**config.mk**
```make
export PLATFORM = sky130hd
export DESIGN_NAME = pinky_hazard_ctrl
export DESIGN_NICKNAME = d
export VERILOG_FILES = /design/src/rtl/pinky_hazard_ctrl.sv
export SDC_FILE = /design/constraint.sdc
export NUM_CORES = 1
export LEC_CHECK = 0
export CORE_MARGIN = 2
export CORE_UTILIZATION = 45
export DETAILED_ROUTE_END_ITERATION = 6
export DONT_BUFFER_PORTS = 1
export PLACE_DENSITY = 0.59
export SLEW_MARGIN = 40
export SYNTH_ARGS = -nofsm -noshare
export SYNTH_HDL_FRONTEND = slang
export SYNTH_SLANG_ARGS = --single-unit
```
**constraint.sdc**
```tcl
create_clock -name clk -period 2 [get_ports clk]
set_input_delay 0.5 -clock clk [delete_from_list [all_inputs] [get_ports clk]]
set_output_delay 0.5 -clock clk [all_outputs]
set_load 0.1 [all_outputs]
```
**src/rtl/pinky_hazard_ctrl.sv**
```systemverilog
// PinKY 4-stage pipeline interlock: RAW/Z scoreboard, stall/bubble generation,
// PC-write flush and drain-then-halt sequencing on SYS.
module pinky_hazard_ctrl #(
  parameter bit BYPASS_WB  = 1'b0,
  parameter bit HALT_DRAIN = 1'b1,
  localparam int unsigned IR_W = 16
) (
  input  logic            clk,
  input  logic            reset,
  input  logic [IR_W-1:0] ir,
  input  logic            ir_valid,
  output logic            stall,
  output logic            bubble,
  output logic            flush,
  output logic            halt,
  output logic            sb_busy
);

  localparam int unsigned OP_W  = 5;
  localparam int unsigned CC_W  = 2;
  localparam int unsigned REG_W = 4;

  localparam logic [OP_W-1:0] OP_ADD  = 5'd0;
  localparam logic [OP_W-1:0] OP_ADDF = 5'd1;
  localparam logic [OP_W-1:0] OP_AND  = 5'd2;
  localparam logic [OP_W-1:0] OP_BIC  = 5'd3;
  localparam logic [OP_W-1:0] OP_EOR  = 5'd4;
  localparam logic [OP_W-1:0] OP_FTOI = 5'd5;
  localparam logic [OP_W-1:0] OP_ITOF = 5'd6;
  localparam logic [OP_W-1:0] OP_LDR  = 5'd7;
  localparam logic [OP_W-1:0] OP_MOV  = 5'd8;
  localparam logic [OP_W-1:0] OP_MUL  = 5'd9;
  localparam logic [OP_W-1:0] OP_MULF = 5'd10;
  localparam logic [OP_W-1:0] OP_NEG  = 5'd11;
  localparam logic [OP_W-1:0] OP_ORR  = 5'd12;
  localparam logic [OP_W-1:0] OP_RECF = 5'd13;
  localparam logic [OP_W-1:0] OP_SHA  = 5'd14;
  localparam logic [OP_W-1:0] OP_SLT  = 5'd15;
  localparam logic [OP_W-1:0] OP_SUB  = 5'd16;
  localparam logic [OP_W-1:0] OP_SUBF = 5'd17;
  localparam logic [OP_W-1:0] OP_STR  = 5'd18;
  localparam logic [OP_W-1:0] OP_SYS  = 5'd19;
  localparam logic [OP_W-1:0] OP_NOP  = 5'd20;
  localparam logic [OP_W-1:0] OP_PRE  = 5'd21;

  localparam logic [CC_W-1:0]  CC_S   = 2'd1;
  localparam logic [CC_W-1:0]  CC_NE  = 2'd2;
  localparam logic [CC_W-1:0]  CC_EQ  = 2'd3;
  localparam logic [REG_W-1:0] REG_PC = 4'd15;

  typedef struct packed {
    logic             valid;
    logic [REG_W-1:0] dest;
    logic             sets_z;
  } sb_entry_t;

  typedef enum logic [1:0] {
    ST_RUN    = 2'd0,
    ST_DRAIN  = 2'd1,
    ST_HALTED = 2'd2
  } state_t;

  state_t           state, state_nxt;
  sb_entry_t        sb1, sb2, sb3, sb1_nxt;
  logic [OP_W-1:0]  op;
  logic [CC_W-1:0]  cc;
  logic             imm;
  logic [REG_W-1:0] rd, rn;
  logic             is_writer, rd_src, rn_src, z_dep, is_sys, is_pre;
  logic             hazard, accept, flush_det;

  assign op  = ir[15:11];
  assign cc  = ir[10:9];
  assign imm = ir[8];
  assign rd  = ir[7:4];
  assign rn  = ir[3:0];

  // Classify the stage0 instruction: does it write Rd, and which fields it reads.
  always_comb begin
    is_writer = 1'b0;
    rd_src    = 1'b0;
    rn_src    = !imm;
    is_sys    = 1'b0;
    is_pre    = 1'b0;
    case (op)
      OP_ADD, OP_ADDF, OP_AND, OP_BIC, OP_EOR, OP_MUL, OP_MULF,
      OP_ORR, OP_SHA, OP_SLT, OP_SUB, OP_SUBF: begin
        is_writer = 1'b1;
        rd_src    = 1'b1;
      end
      OP_MOV, OP_NEG, OP_LDR, OP_FTOI, OP_ITOF, OP_RECF: is_writer = 1'b1;
      OP_STR: rd_src = 1'b1;
      OP_SYS: begin
        is_sys = 1'b1;
        rn_src = 1'b0;
      end
      OP_NOP: rn_src = 1'b0;
      OP_PRE: begin
        is_pre = 1'b1;
        rn_src = 1'b0;
      end
      default: ;
    endcase
  end

  assign z_dep = (cc == CC_NE) || (cc == CC_EQ);

  function automatic logic entry_hit(input sb_entry_t e,
                                     input logic [REG_W-1:0] src_a, input logic use_a,
                                     input logic [REG_W-1:0] src_b, input logic use_b,
                                     input logic use_z);
    return (e.valid && ((use_a && (e.dest == src_a)) || (use_b && (e.dest == src_b))))
           || (use_z && e.sets_z);
  endfunction

  // A write-through regfile makes the stage3 writer visible to stage1 already.
  assign hazard = !is_pre &&
                  (entry_hit(sb1, rd, rd_src, rn, rn_src, z_dep) ||
                   entry_hit(sb2, rd, rd_src, rn, rn_src, z_dep) ||
                   (!BYPASS_WB && entry_hit(sb3, rd, rd_src, rn, rn_src, z_dep)));

  assign flush_det = sb3.valid && (sb3.dest == REG_PC);
  assign sb_busy   = sb1.valid || sb2.valid || sb3.valid;
  assign bubble    = stall;

  // Sequencer: issue control in RUN, hold stage0 while draining or halted.
  always_comb begin
    state_nxt = state;
    stall     = 1'b0;
    accept    = 1'b0;
    case (state)
      ST_RUN: begin
        if (!flush) begin
          stall  = ir_valid && hazard;
          accept = !stall;
          if (accept && ir_valid && is_sys && !flush_det)
            state_nxt = HALT_DRAIN ? ST_DRAIN : ST_HALTED;
        end
      end
      ST_DRAIN: begin
        stall = !flush;
        if (flush)         state_nxt = ST_RUN;
        else if (!sb_busy) state_nxt = ST_HALTED;
      end
      ST_HALTED: stall = 1'b1;
      default:   state_nxt = ST_RUN;
    endcase
  end

  // Entry shifted into SB1; empty unless a real instruction issues.
  always_comb begin
    sb1_nxt = '0;
    if (accept && ir_valid) begin
      sb1_nxt.valid  = is_writer;
      sb1_nxt.dest   = rd;
      sb1_nxt.sets_z = (cc == CC_S);
    end
  end

  always_ff @(posedge clk) begin
    if (reset) begin
      state <= ST_RUN;
      sb1   <= '0;
      sb2   <= '0;
      sb3   <= '0;
      flush <= 1'b0;
      halt  <= 1'b0;
    end else begin
      state <= state_nxt;
      flush <= flush_det;
      halt  <= (state_nxt == ST_HALTED);
      if (flush_det) begin
        sb1 <= '0;
        sb2 <= '0;
        sb3 <= '0;
      end else begin
        sb1 <= sb1_nxt;
        sb2 <= sb1;
        sb3 <= sb2;
      end
    end
  end

endmodule

```
* Word-level counts from Yosys, hierarchy flattened
Index checks and enable logic that the tools add are counted.
** Word-level totals
- Register bits after elaboration :: 22
- Latch bits :: 0
- Memory bits (writable) :: 0
- ROM bits :: 0
- Memories :: 0
** Cells by class
- Add/subtract/negate cells :: 0
- Multiply operators :: 0
- Divide/modulo/power cells :: 0
- $lt $le $gt $ge :: 0
- Equality and inequality tests :: 34
- Shift-type cells :: 0
- Multiplexer cells :: 14
- Bitwise gates (word level) :: 1
- Reductions and logical operators :: 42
** Operators with widths (number)
- $eq 5x4->1 const B :: 8
- $eq 5x5->1 const B :: 6
- $eq 4x4->1 :: 6
- $eq 5x3->1 const B :: 4
- $logic_and 1x1->1 :: 19
- $reduce_or 18->1 :: 1
- $reduce_or 13->1 :: 1
- $logic_or 1x1->1 :: 11
- $eq 5x2->1 const B :: 2
- $eq 2x2->1 const B :: 4
- $mux 1 :: 8
- $mux 2 :: 4
- $pmux 2 s3 :: 1
- $reduce_or 3->1 :: 2
- $eq 5x1->1 const B :: 1
- $logic_not 1->1 :: 5
- $logic_not 5->1 :: 1
- $eq 2x1->1 const B :: 2
- $eq 4x4->1 const B :: 1
- $pmux 1 s3 :: 1
- $logic_not 2->1 :: 1
- $reduce_or 2->1 :: 1
- $not 1->1 :: 1

* Logic depth before layout (Yosys ltp)
Gate-level depths: netlist of run 1.
- Word-level depth :: 19
- Mapped depth :: 7

* Worst setup path after synthesis of run 1
Ideal clock, no wire load.
- Path type :: input-to-output
- Start point :: input ir[11]
- End point :: output stall
- Arrival :: 2666 ps
- Slack :: -1166 ps
- Stages on the path :: 7
- Path buffers :: 1
- Cell sequence :: nor2b_1 > nor3_1 > o21ai_0 > o311ai_4 > a31oi_4 > o31a_1 > buf_4
** On the way
- Word-level cells in the longest chain between the ends :: 13
** RTL lines
- start: declaration :: RTL line 10 : input logic [IR_W-1:0] ir,
- $eq 5x5->1, or another cell as far along :: RTL line 85 : case (op)
- $reduce_or 13->1 (no line) or $reduce_or 3->1 (tied branches)
- $mux 1 :: RTL line 85
- $logic_and 1x1->1 :: RTL line 112 : return (e.valid && ((use_a && (e.dest == src_a)) || (use_b && (e.dest == src_b))))
- $logic_or 1x1->1 :: RTL line 112
- $logic_and 1x1->1 :: RTL line 112
- $logic_or 1x1->1 :: RTL line 113 : || (use_z && e.sets_z);
- $logic_or 1x1->1 :: RTL line 118 : (entry_hit(sb1, rd, rd_src, rn, rn_src, z_dep) ||
- $logic_or 1x1->1 :: RTL line 119 : entry_hit(sb2, rd, rd_src, rn, rn_src, z_dep) ||
- $logic_and 1x1->1 * :: RTL line 117 : assign hazard = !is_pre &&
- $logic_and 1x1->1 * :: RTL line 134 : stall = ir_valid && hazard;
- $mux 1 * :: RTL line 133 : if (!flush) begin
- $pmux 1 s3 * :: RTL line 131 : case (state)
- end: declaration :: RTL line 12 : output logic stall,
Every way passes the cells marked *; elsewhere a longest branch is shown, timed or not.

* Worst setup path after layout of run 1
- Start point :: register sb1[4] (netlist name)
- End point :: output bubble
** On the way
- Word-level cells in the longest chain between the ends :: 11
** RTL lines
- start: declaration :: RTL line 64 : sb_entry_t sb1, sb2, sb3, sb1_nxt;
- start signal: assignment :: RTL line 177 : sb1 <= sb1_nxt;
- $eq 4x4->1 :: RTL line 112
- $logic_and 1x1->1 :: RTL line 112
- $logic_or 1x1->1 * :: RTL line 112
- $logic_and 1x1->1 * :: RTL line 112
- $logic_or 1x1->1 * :: RTL line 113
- $logic_or 1x1->1 * :: RTL line 118
- $logic_or 1x1->1 * :: RTL line 119
- $logic_and 1x1->1 * :: RTL line 117
- $logic_and 1x1->1 * :: RTL line 134
- $mux 1 * :: RTL line 133
- $pmux 1 s3 * :: RTL line 131
- end: declaration :: RTL line 13 : output logic bubble,
Marks and branches as above.

==> reports/metrics.cfg, run 1 <==
[critical_path]
critPathRequiredTime_ps=1500
critical-path-max-stage-delay_ps=380
cp-start-kind=register
arrival_ps=1930
cp_max_fo=3
path_delay_family=compound AO/OA/AOI/OAI gates
r2r_cells=8
regToRegStartpoint=sb2[4]
endpoint_kind=output port
cp.depth=6
worst-path-buf-inv=1
crit_type=reg -> out
cp-startpoint=sb1[4]
crit_chain=xor2_1, nor4_2, o311ai_4, a31oi_4, o31a_4, buf_16
crit_slowest_cell=nor4_2

[route]
num_vias=877
drt-initial-drc-count=3
drc=0
avgRoutedWirePerCell_um=16.0
ant_nets=0
wl_um=2660
viasPerCell=5.28
first_pass_iters=4

[power]
intPower_mw=0.621
p_leak_nw=0.558
swShare_pct=26.1
power_frac_comb_pct=16.8
p_seq_share_pct=54.7
p_per_area_nw_per_um2=565
power.switching_mw=0.219
ir_drop_mv=0.424
clockPowerShare_pct=28.5

[timing]
min_period_over_period_pct=122
final.min_clock_period_ps=2430
hold_viol=0
rsz0062_at_grt=yes
fmax_mhz=411
final.setup.tns_ps=-864
setup_viol=2
final.setup_skew_ps=5.58
max-slew-margin-rel_pct=76.9
slew_violations=0
tightest_slew_ps=343
fin_ws_ps=-432

[finish]
nFillCells=213
postLayoutCoreUtil_pct=60.7
final_common_cell=buf_4
final_cell_mix=buf_4 (16), and2_1 (12), xor2_1 (11)
synthToLayoutAreaGrowth_pct=29.9
final_layout_size_suffix_gt1_share_pct=39.0
fin_nets=156
final_cells=166
n_antenna_cell=0

[grt]
grt_pass1_vias=933
grt_pass1_wl_um=3930
busiest_layer=met2
grt_max_degree=13
track_usage_pct=19.1
globalRouteMet1Util_pct=19.9
gr-total-overflow=0
gr-usage-met3_pct=5.19
grtUsageMet2_pct=35.5
antenna_found_initial=0

[yosys]
syn-num-nets=136
synth.avg_cell_area_um2=9.80
yosys_warnings=0
ys_types=34
synth_seq_area_share_pct=38.4
synthCells=117
ys_ff_latch=22
syn_area_um2=1150

[cts]
clk_latency_ps=300
tritoncts=done
ctsHtreeMaxLevel=1
clock_sink_count=22
clk_pin_slew_ps=120
clk_path_buf_depth=2
cts-root-buf=clkbuf_4
cts_buffers=3

[floorplan]
die_area_um2=2970
rows=18
ios=24
die_h_um=54.5
coreArea_um2=2450
die_w_um=54.5
start_util_pct=46.7

[place]
place.gp.congestion=0.789
hpwl_um=2000
dp.cells=159
portBuffers=0

[run_status]
violations=negative setup slack
outcome=complete, but fails checks

[worst_hold_path]
hold_path_depth=1
hp-start=reset
hold_path.class=in -> reg

[flow_run]
cap_violations=0

==> what timing repair did <==
action,4_1_cts,5_1_grt
setup endpoints to repair,2,3
setup buffers,1,2
hold buffers,0,0
pin swaps,3,6
gates cloned,0,0
gates resized for setup,15,13
==> sequential cells by signal, summed over array words and instances (netlist names) <==
signal and cells:
flush 1, state 2, sb3 6, halt 1, sb2 6, sb1 6
==> metal layers <==
metal	wire length (um)	up-vias
li1	-	442
met1	1080	398
met2	1370	31
met3	173	6
met4	36	0
met5	0	-
==> final cells by class <==
cell class | count | area [um^2] | share of cell area, %
Clock buffer | 4 | 36.3 | 2.44
Multi-Input combinational cell | 90 | 796 | 53.4
Tap cell | 30 | 37.5 | 2.52
Timing Repair Buffer | 17 | 148 | 9.92
Inverter | 3 | 11.3 | 0.756
Sequential cell | 22 | 460 | 30.9
==> final timing paths <==
check	to	slack [ps]
worst min-delay path	state[1]	250
worst max-delay path	bubble	-430
worst min register to register	sb3[0]	480
worst max register to register	sb1[0]	160
==> cell families (layout without fill, tap and decap cells) <==
logic type	Yosys count	after routing	synth area share, %
compound gates	17	17	13.8
mux	2	2	1.75
flops	22	22	38.4
xor+xnor	24	24	18.3
simple gates	47	47	25.8
buf+inv	5	24	1.96
==> Yosys cell counts, drive strengths merged <==
library cell,n,area (um^2)
nor3b,4,30.0
xnor2,6,52.6
buf,1,7.51
o21a,1,7.51
dfxtp,22,440
xor2,18,158
o31a,3,27.5
o21ai,5,25.0
nor2,2,7.51
clkbuf,1,3.75
nand4b,1,8.76
nand4,1,6.26
nor2b,2,12.5
nand3,2,10.0
nand2,9,33.8
inv,3,11.3
and3,1,6.26
mux2i,2,20.0
nor4,6,56.3
and2,12,75.1
nor3,4,20.0
o311ai,1,26.3
a31oi,3,40.0
a41oi,1,16.3
nand2b,1,6.26
nor4b,1,15.0
a21oi,3,15.0
nand3b,1,7.51
==> worst reg2reg max path: cells and delay by family, from the launching register on <==
| kind | cells | cell delay [ps] |
|---|---|---|
| AND/OR/NAND/NOR | 2 | 310 |
| AO/OA/AOI/OAI | 2 | 450 |
| XOR/XNOR | 1 | 190 |
| flip-flops | 1 | 390 |
| buffers and inverters | 3 | 430 |
==> stage by stage <==
step	area (um^2)	hold slack (ps)	setup slack (ps)	power, mW
detailed placement	1300	451	-375	0.594
global route	1490	237	-515	0.884
finish	1490	254	-432	0.841
floorplan	1170	431	-482	0.563
global placement	1300	439	-312	0.591
CTS	1400	251	-473	0.839
==> power by group through the flow <==
stage | Sequential [mW] | Combinational [mW] | Clock (mW)
floorplan | 0.468 | 0.0952 | 0
global placement | 0.468 | 0.123 | 0
detailed placement | 0.469 | 0.125 | 0
CTS | 0.461 | 0.132 | 0.247
global route | 0.462 | 0.151 | 0.272
finish | 0.460 | 0.141 | 0.240
Power figures use the tool's default switching activity.
==> run 2, diff against run 1 <==
--- a/config.mk
+++ b/config.mk
@@ -10,6 +10,7 @@
 export DETAILED_ROUTE_END_ITERATION = 6
 export DONT_BUFFER_PORTS = 1
 export PLACE_DENSITY = 0.59
+export SETUP_SLACK_MARGIN = 0.2
 export SLEW_MARGIN = 40
 export SYNTH_ARGS = -nofsm -noshare
 export SYNTH_HDL_FRONTEND = slang
==> run 2 against run 1 <==
  * Core utilization up 2.3 points
  * Clock skew down 4.0 ps
  * Register-to-register slack about the same
  * Sequential power about the same
  * Largest cell class unchanged
  * The run still ends with negative setup slack left
  * Largest power group unchanged
  * Critical path depth unchanged
  * Critical endpoint unchanged
  * Sequential share of layout area down 1.0 points
==> reports/metrics.cfg, run 2 (synthesis results as in run 1) <==
[run_status]
outcome=complete, but fails checks
violations=negative setup slack

[place]
dp.cells=159  ; unchanged
hpwl_um=2000  ; unchanged
place_area_um2=1300  ; unchanged
place.gp.congestion=0.789  ; unchanged
post-place-ws_ps=-375  ; unchanged
portBuffers=0  ; unchanged

[critical_path]
endpoint_kind=output port
crit_end=bubble
critPathRequiredTime_ps=1500  ; about the same
regToRegStartpoint=sb3[2]
crit_slowest_cell=nor4_2
cp-start-kind=register
arrival_ps=1930  ; about the same
worstReg2RegEnd=sb1[0]
critical-path-max-stage-delay_ps=380  ; about the same
r2r_cells=8  ; unchanged
crit_type=reg -> out
cp_max_fo=3  ; unchanged
crit_chain=xor2_1, nor4_2, o311ai_4, a31oi_4, o31a_4, buf_16
r2r_slack_ps=170  ; about the same
cp-startpoint=sb1[4]

[grt]
track_usage_pct=19.4  ; +0.35 points
grt_pass1_wl_um=3990  ; +1.6%
busiest_layer=met2
globalRouteMet1Util_pct=19.9  ; +0.033 points
grt_pass1_vias=942  ; +0.96%
grtUsageMet2_pct=36.7  ; +1.2 points
gr-total-overflow=0  ; unchanged
antenna_found_initial=0  ; unchanged
grt_max_degree=13  ; unchanged
gr-usage-met3_pct=5.19  ; unchanged

[cts]
clock_sink_count=22  ; unchanged
ctsHtreeMaxLevel=1  ; unchanged
cts-root-buf=clkbuf_4
tritoncts=done
clk_latency_ps=300  ; about the same
clk_pin_slew_ps=120  ; about the same
cts_buffers=3  ; unchanged
clk_path_buf_depth=2  ; unchanged

[timing]
hold_viol=0  ; unchanged
rsz0062_at_grt=yes
max-slew-margin-rel_pct=76.8  ; -0.10 points
final.min_clock_period_ps=2430  ; -2.83 ps
fin_ws_ps=-429  ; +2.83 ps
setup_viol=2  ; unchanged
final.setup_skew_ps=1.57  ; -4.01 ps
tightest_slew_ps=345  ; +1.54 ps
slew_violations=0  ; unchanged
fmax_mhz=412  ; +0.12%
min_period_over_period_pct=121  ; -0.14 points

[power]
p_per_area_nw_per_um2=551  ; -2.4%
p_leak_nw=0.578  ; +3.7%
ir_drop_mv=0.428  ; +0.94%

[worst_hold_path]
hold_path.class=in -> reg

[finish]
final_area_um2=1550  ; +3.8%
final_cells=166  ; unchanged
multi_input_area_um2=836  ; +5.0%
n_antenna_cell=0  ; unchanged
final_layout_size_suffix_gt1_share_pct=43.4  ; +4.4 points
postLayoutCoreUtil_pct=62.9  ; +2.3 points
synthToLayoutAreaGrowth_pct=34.8
fin_nets=156  ; unchanged
final_common_cell=buf_4
final_cell_mix=buf_4 (14), and2_1 (12), xor2_1 (11), dfxtp_2 (11)
nFillCells=203  ; -4.7%
largestRegisters=sb1 x6, sb2 x6, sb3 x6
regArea_um2=462  ; +0.27%

[floorplan]
coreArea_um2=2450  ; unchanged
rows=18  ; unchanged
die_area_um2=2970  ; unchanged
die_h_um=54.5  ; unchanged
die_w_um=54.5  ; unchanged
ios=24  ; unchanged
start_util_pct=46.7  ; unchanged

[route]
num_vias=877  ; unchanged
drt-initial-drc-count=5  ; +2
ant_nets=0  ; unchanged
first_pass_iters=2  ; -2
drc=0  ; unchanged
avgRoutedWirePerCell_um=16.4  ; +2.4%
wl_um=2730  ; +2.4%
viasPerCell=5.28  ; unchanged

[flow_run]
cap_violations=0  ; unchanged

run 2: changes by cell type in the layout (fill, tap and decap cells not counted):
cell     before  now
nor4b_4       0    1
nor3b_2       0    4
dfxtp_2      10   11
nor3b_1       4    0
nor3_1        3    2
dfxtp_1      10    9
buf_8         0    2
buf_4        16   14
nor4b_2       1    0
nor3_4        0    1
run 2: what timing repair did:
item,4_1_cts,5_1_grt
gates resized for setup,18,22
cloned,0,0
setup endpoints to repair,3,6
setup buffers,1,2
pin swaps,3,10
hold buffers,0,0
run 2: metrics by stage:
stage | power (mW) | hold WS, ps | TNS (ps)
global placement | 0.591 | 439 | -625
finish | 0.851 | 251 | -859
global route | 0.896 | 234 | -1030
CTS | 0.843 | 251 | -945
detailed placement | 0.594 | 451 | -751
floorplan | 0.563 | 431 | -743
run 2: metal layers:
layer	share of wire [%]	routed length, um	vias up
met5	0	0	-
met4	1.2	34	0
met3	5.5	151	6
met2	52	1430	24
met1	41	1120	406
li1	-	-	441
run 2: layout make-up:
class,instances,area share [%]
inverter,3,0.729
tap,30,2.43
sequential,22,29.9
multi-input combinational,90,54.1
timing repair buffer,17,10.5
clock buffer,4,2.35
run 2: worst min path at each step:
stage | endpoint | depth (start not counted) | start | slack (ps)
finish | sb1[0] | 1 | ir[10] | 250
detailed placement | sb3[0] | 1 | sb2[0] | 450
floorplan | sb2[0] | 1 | sb1[0] | 430
global placement | sb3[0] | 1 | sb2[0] | 440
global route | sb1[0] | 1 | ir[10] | 230
CTS | state[1] | 1 | reset | 250
run 2: critical path, delay by kind of cell, from the launching register on:
| family | cells | cell delay, ps |
|---|---|---|
| AOI/OAI and AO/OA | 3 | 490 |
| DFF | 1 | 360 |
| buffers and inverters | 1 | 230 |
| xor gates and xnor gates | 1 | 160 |
| and+or+nand+nor | 1 | 380 |
run 2: power by group:
group          total (mW)  switching [mW]  internal, mW
clock network       0.240           0.129         0.111
logic               0.151          0.0823        0.0690
registers           0.460          0.0120         0.448
==> run 3, diff against run 2 <==
--- a/config.mk
+++ b/config.mk
@@ -9,6 +9,7 @@
 export CORE_UTILIZATION = 45
 export DETAILED_ROUTE_END_ITERATION = 6
 export DONT_BUFFER_PORTS = 1
+export HOLD_SLACK_MARGIN = 0.02
 export PLACE_DENSITY = 0.59
 export SETUP_SLACK_MARGIN = 0.2
 export SLEW_MARGIN = 40
==> results of run 3 <==
No change in the layout: final DEF, timing and power equal those of run 2.
